File: src/rtl/struct_array_pkg.sv
// Shared definitions for the struct-array packer and unpacker pair.
//
// Contents:
//   DEFAULT_DEPTH / DEFAULT_B_W / DEFAULT_C_W / DEFAULT_ELEM_W
//              - default array geometry shared by both sides of the link
//   elem_t     - one array slot, MSB to LSB {a, b, c}
//   state_t    - packer FSM states {FILL, HOLD}
package struct_array_pkg;

    localparam int DEFAULT_DEPTH  = 8;
    localparam int DEFAULT_B_W    = 4;
    localparam int DEFAULT_C_W    = 2;
    localparam int DEFAULT_ELEM_W = 1 + DEFAULT_B_W + DEFAULT_C_W;

    // Field order here is the wire order of a slot. The unpacker relies on
    // it, so a reorder changes the link format.
    typedef struct packed {
        logic                   a;
        logic [DEFAULT_B_W-1:0] b;
        logic [DEFAULT_C_W-1:0] c;
    } elem_t;

    typedef enum logic {
        FILL = 1'b0,
        HOLD = 1'b1
    } state_t;

endpackage

File: src/rtl/struct_elem_pack.sv
// Combinational slot builder: concatenates the separate element fields into
// one slot word in the shared {a, b, c} layout (a at the MSB, c at the LSBs).
// For the default widths the result is bit-identical to elem_t.
//
// Ports:
//   a     in   1               field a
//   b     in   B_W             field b
//   c     in   C_W             field c
//   elem  out  1+B_W+C_W       packed slot word
module struct_elem_pack #(
    parameter int B_W = 4,
    parameter int C_W = 2
) (
    input  logic             a,
    input  logic [B_W-1:0]   b,
    input  logic [C_W-1:0]   c,
    output logic [B_W+C_W:0] elem
);

    assign elem = {a, b, c};

endmodule

File: src/rtl/struct_array_packer.sv
// Transmit-side struct-array packer. Collects one element per input handshake
// into successive slots of a packed array (slot 0 at the LSBs) and offers the
// whole array on the output when the array is full or the frame is ended
// early with in_last.
//
// Handshakes (both ports): a transfer happens on a rising clock edge where
// valid && ready are both high. valid, once raised by the DUT, is held with
// stable data until the transfer. in_ready and out_valid are decoded from the
// FSM state only, so there is no combinational path from in_valid/out_ready.
//
// Ports:
//   clk        in   1              rising-edge clock
//   rst        in   1              asynchronous reset, active-high
//   in_valid   in   1              element offered
//   in_ready   out  1              high while filling
//   in_a       in   1              field a
//   in_b       in   B_W            field b
//   in_c       in   C_W            field c
//   in_last    in   1              this element ends the frame early
//   out_valid  out  1              packed frame available
//   out_ready  in   1              consumer takes the frame
//   out_data   out  DEPTH*ELEM_W   packed array, slot i at [i*ELEM_W +: ELEM_W]
//   out_count  out  CNT_W          slots written in the current frame
module struct_array_packer
    import struct_array_pkg::*;
#(
    parameter int DEPTH = DEFAULT_DEPTH,
    parameter int B_W   = DEFAULT_B_W,
    parameter int C_W   = DEFAULT_C_W,
    localparam int ELEM_W = 1 + B_W + C_W,
    localparam int CNT_W  = $clog2(DEPTH + 1)
) (
    input  logic                    clk,
    input  logic                    rst,
    input  logic                    in_valid,
    output logic                    in_ready,
    input  logic                    in_a,
    input  logic [B_W-1:0]          in_b,
    input  logic [C_W-1:0]          in_c,
    input  logic                    in_last,
    output logic                    out_valid,
    input  logic                    out_ready,
    output logic [DEPTH*ELEM_W-1:0] out_data,
    output logic [CNT_W-1:0]        out_count
);

    localparam logic [CNT_W-1:0] LAST_IDX = CNT_W'(DEPTH - 1);

    state_t             state;
    state_t             state_next;
    logic [CNT_W-1:0]   wr_idx;
    logic [ELEM_W-1:0]  elem;
    logic               accept;
    logic               frame_end;
    logic               handoff;

    struct_elem_pack #(
        .B_W (B_W),
        .C_W (C_W)
    ) u_elem_pack (
        .a    (in_a),
        .b    (in_b),
        .c    (in_c),
        .elem (elem)
    );

    // Next state and handshake decode. The output handshake only exists in
    // HOLD and an accept only in FILL, so the two never share a cycle; the
    // cycle after a handoff is the one-cycle bubble back in FILL.
    always_comb begin
        state_next = state;
        in_ready   = (state == FILL);
        out_valid  = (state == HOLD);
        accept     = (state == FILL) && in_valid;
        handoff    = (state == HOLD) && out_ready;
        // in_last on the final slot lands here too, same as a full frame.
        frame_end  = accept && ((wr_idx == LAST_IDX) || in_last);
        case (state)
            FILL:    if (frame_end) state_next = HOLD;
            HOLD:    if (out_ready) state_next = FILL;
            default: state_next = FILL;
        endcase
    end

    always_ff @(posedge clk or posedge rst) begin
        if (rst) begin
            state <= FILL;
        end else begin
            state <= state_next;
        end
    end

    // Datapath. Clearing out_data on handoff is what makes unwritten slots of
    // a short frame read as zero, with no residue from the previous frame.
    // wr_idx cannot pass LAST_IDX because the frame closes on that accept.
    always_ff @(posedge clk or posedge rst) begin
        if (rst) begin
            wr_idx    <= '0;
            out_count <= '0;
            out_data  <= '0;
        end else if (accept) begin
            out_data[int'(wr_idx)*ELEM_W +: ELEM_W] <= elem;
            wr_idx    <= wr_idx + CNT_W'(1);
            out_count <= out_count + CNT_W'(1);
        end else if (handoff) begin
            wr_idx    <= '0;
            out_count <= '0;
            out_data  <= '0;
        end
    end

endmodule

File: config.mk
export PLATFORM = sky130hd
export DESIGN_NAME = struct_array_packer
export DESIGN_NICKNAME = d
export VERILOG_FILES = /design/src/rtl/struct_array_pkg.sv /design/src/rtl/struct_elem_pack.sv /design/src/rtl/struct_array_packer.sv
export SDC_FILE = /design/constraint.sdc
export NUM_CORES = 1
export LEC_CHECK = 0
export ABC_AREA = 1
export CAP_MARGIN = 5
export CORE_AREA = 3 3 81 83
export DETAILED_ROUTE_END_ITERATION = 16
export DIE_AREA = 0 0 84 86
export HOLD_SLACK_MARGIN = 0.15
export PLACE_DENSITY_LB_ADDON = 0.08
export SYNTH_ARGS = -nofsm -noshare
export SYNTH_HDL_FRONTEND = slang
export SYNTH_HIERARCHICAL = 1
export SYNTH_SLANG_ARGS = --single-unit
File: constraint.sdc
create_clock -name clk -period 4.19 [get_ports clk]
set_clock_uncertainty 0.2 [all_clocks]
set_input_delay 0.838 -clock clk [delete_from_list [all_inputs] [get_ports clk]]
set_output_delay 0.838 -clock clk [all_outputs]
set_load 0.03 [all_outputs]
==> metrics.yaml <==
final_layout:
  drive_gt1_share_pct: 9.91
  antenna_cells: 0
  n_fill_cell: 501
  layout.cells.non_filler: 509
  syn_to_final_growth_pct: 29.4
  multi_input_area_um2: 1230
  nNetsFinal: 448
  ff_latch_area_um2: 1630
yosys:
  synthCells: 363
  synth_warnings: 6
  yosysUniqueCellTypes: 27
  syn-cell-area_um2: 3080
  yosysSeqAreaShare_pct: 52.8
  synth_nets: 381
  ys_ff_latch: 65
  syn_area_per_cell_um2: 8.49
cts:
  clock_sinks: 65
  cts_htree_levels: 3
  cts_tree: "yes"
  numCtsBuffers: 9
  clock_tree.root_cell: "clkbuf_8"
  post_cts_buffers: 0
  clock_path_buffers: 2
  cts_resized: 0
  clk_pin_slew_worst_paths_ns: 0.07
  ctsHoldBuffers: 0
  clk_latency_ns: 0.34
sta:
  tns_ns: 0
  timing.fmax_ghz: 0.393
  relSlewSlack_pct: 26.7
  whs_ns: 0.289
  tightest_slew_ns: 1.10
  slew_viol_final: 0
  rsz0062_at_grt: "false"
  period_needed_ns: 2.55
  post-route-period-util_pct: 60.7
  setup_viol: 0
  hold_viol_final: 0
worst_setup_path:
  endpoint_kind: "primary output"
  crit_family: "buffers and inverters"
  critical_path_buf_inv_count: 2
  path_cells: "inv_2, clkdlybuf4s50_1"
  critPathRequiredTime_ns: 3.15
  crit_arrival_ns: 1.51
  path_class: "flop to primary output"
  critPathMaxStageDelay_ns: 0.67
  cpMaxStageDelayCell: "clkdlybuf4s50_1"
  cp-start-kind: "flop"
  cp_max_fo: 3
status:
  outcome: "completed"
route:
  routed-via-count: 2612
  first_iter_violations: 152
  drc_errors: 0
  ant_nets: 0
  finalWirelength_mm: 7.09
  routed_via_density: 5.13
  drt_pre_antenna_iters: 4
  drt-wirelength-per-cell_um: 13.9
placement:
  dp.cells: 494
  io_buffer_count: 73
  dp_hpwl_mm: 5.00
  gp_congestion: 0.901
floorplan:
  core_um2: 5920
  die_x_um: 84
  ios: 74
  dieArea_um2: 7220
  rows: 28
  die_h_um: 86
  start_util_pct: 52.0
worst_hold_path:
  hp-class: "flop to flop"
grt:
  grt-ovfl-total: 0
  grt_pass1_vias: 2511
  grt_max_degree: 66
  grt_pass1_wl_mm: 12.0
  antenna_found_initial: 0
  grtUsageTotal_pct: 20.8
pwr:
  power_density_nw_per_um2: 590
  irDropWorstVdd_uv: 504
  cellLeakagePower_nw: 2.02
job:
  drv_cap: 0
power breakdown:
| group | internal (W) | leakage [nW] | total [W] | switching, W |
|---|---|---|---|---|
| registers | 0.000745 | 0.893 | 0.000841 | 0.0000958 |
| clock network | 0.000302 | 0.102 | 0.000536 | 0.000233 |
| logic | 0.000334 | 1.03 | 0.000974 | 0.000641 |
routing by layer:
metal | GRT usage, % | part of all wire (%)
met5 | 0 | 0
met4 | 7.02 | 1.9
met3 | 5.09 | 4.0
met2 | 33.9 | 49
met1 | 27.5 | 45
through the flow:
step / cell area, um2 / util [%] / total power, W / setup WS, ns
global placement: 3790 / 64.0 / 0.00181 / 1.39
CTS: 3990 / 67.3 / 0.00236 / 1.64
global route: 3990 / 67.3 / 0.00248 / 1.54
finish: 3990 / 67.3 / 0.00235 / 1.64
floorplan: 3080 / - / 0.00153 / 1.53
detailed placement: 3790 / 64.0 / 0.00182 / 1.36
kinds of logic after synthesis:
group           after synthesis  synth area share (%)
xor+xnor                      2                 0.813
fa+ha+maj                     6                  2.44
buf+inv                      42                  7.19
simple gates                232                  33.9
compound gates               15                  2.52
flops                        65                  52.8
mux                           1                 0.325
sequential cells by signal (all words and copies together), names as in the netlist:
name	flops
out_count	4
out_data	56
out_valid	1
wr_idx	4
worst register-to-register path, cell delays in order, from the launching register on:
cell and delay (ns):
dfrtp_1 0.56, inv_2 0.20, ha_1 0.48, nor2_1 0.15
nand3_1 0.32, nand3_1 0.17, o21ai_0 0.12
layout make-up:
cell class                      instances  area share, %
Sequential cell                        65           40.8
Multi-Input combinational cell        256           31.0
Timing Repair Buffer                   74           18.5
Clock buffer                           12           3.89
Inverter                               24           2.45
Tap cell                               75           2.35
Clock inverter                          3           1.00
path summary, 6_finish.rpt:
check | start | end | slack, ns | depth (start not counted)
setup reg to reg | wr_idx[0] | out_data[6] | 1.86 | 6
min in group asynchronous | rst | out_data[38] | 0.84 | 3
hold / removal | out_count[3] | out_count[3] | 0.29 | 1
hold reg to reg | out_count[3] | out_count[3] | 0.29 | 1
max in group asynchronous | rst | out_data[21] | 2.40 | 3
setup / recovery | out_valid | in_ready | 1.64 | 2
cell usage in the layout, fill, tap and decap left out:
| master | instances |
|---|---|
| nand2_1 | 110 |
| clkdlybuf4s50_1 | 73 |
| nand3_1 | 70 |
| dfrtp_1 | 65 |
| nor2_1 | 32 |
| o21ai_0 | 12 |
| inv_1 | 11 |
| clkbuf_8 | 11 |
| inv_2 | 10 |
| nand2_2 | 7 |
| ha_1 | 6 |
| nor3_1 | 4 |
| inv_4 | 3 |
| nor2_2 | 2 |
| nand2_8 | 2 |
| o22ai_1 | 2 |
| nand4_1 | 2 |
| clkinv_2 | 2 |
| nand4_2 | 1 |
| xnor2_2 | 1 |
| xnor2_1 | 1 |
| a21oi_1 | 1 |
| mux2i_1 | 1 |
| nor2_4 | 1 |
| nand2_4 | 1 |
| clkbuf_1 | 1 |
| bufinv_16 | 1 |
| buf_4 | 1 |
cell usage after synthesis:
master    count  area share (%)
a21oi_1       1            0.16
buf_12        1            0.65
buf_2         2            0.32
buf_4         8             1.9
buf_6         1            0.37
clkbuf_1      6            0.73
dfrtp_1      65              53
ha_1          6             2.4
inv_1        12             1.5
inv_2         9             1.1
inv_4         3            0.61
mux2i_1       1            0.32
nand2_1     111              14
nand2_2       6             1.2
nand2_4       1            0.37
nand2_8       2             1.3
nand3_1      70              11
nand4_1       2            0.41
nand4_2       1            0.41
nor2_1       32             3.9
nor2_2        2            0.41
nor2_4        1            0.37
nor3_1        4            0.65
o21ai_0      12             1.9
o22ai_1       2            0.41
xnor2_1       1            0.28
xnor2_2       1            0.53
No activity file was read; power rests on OpenSTA's default activity.
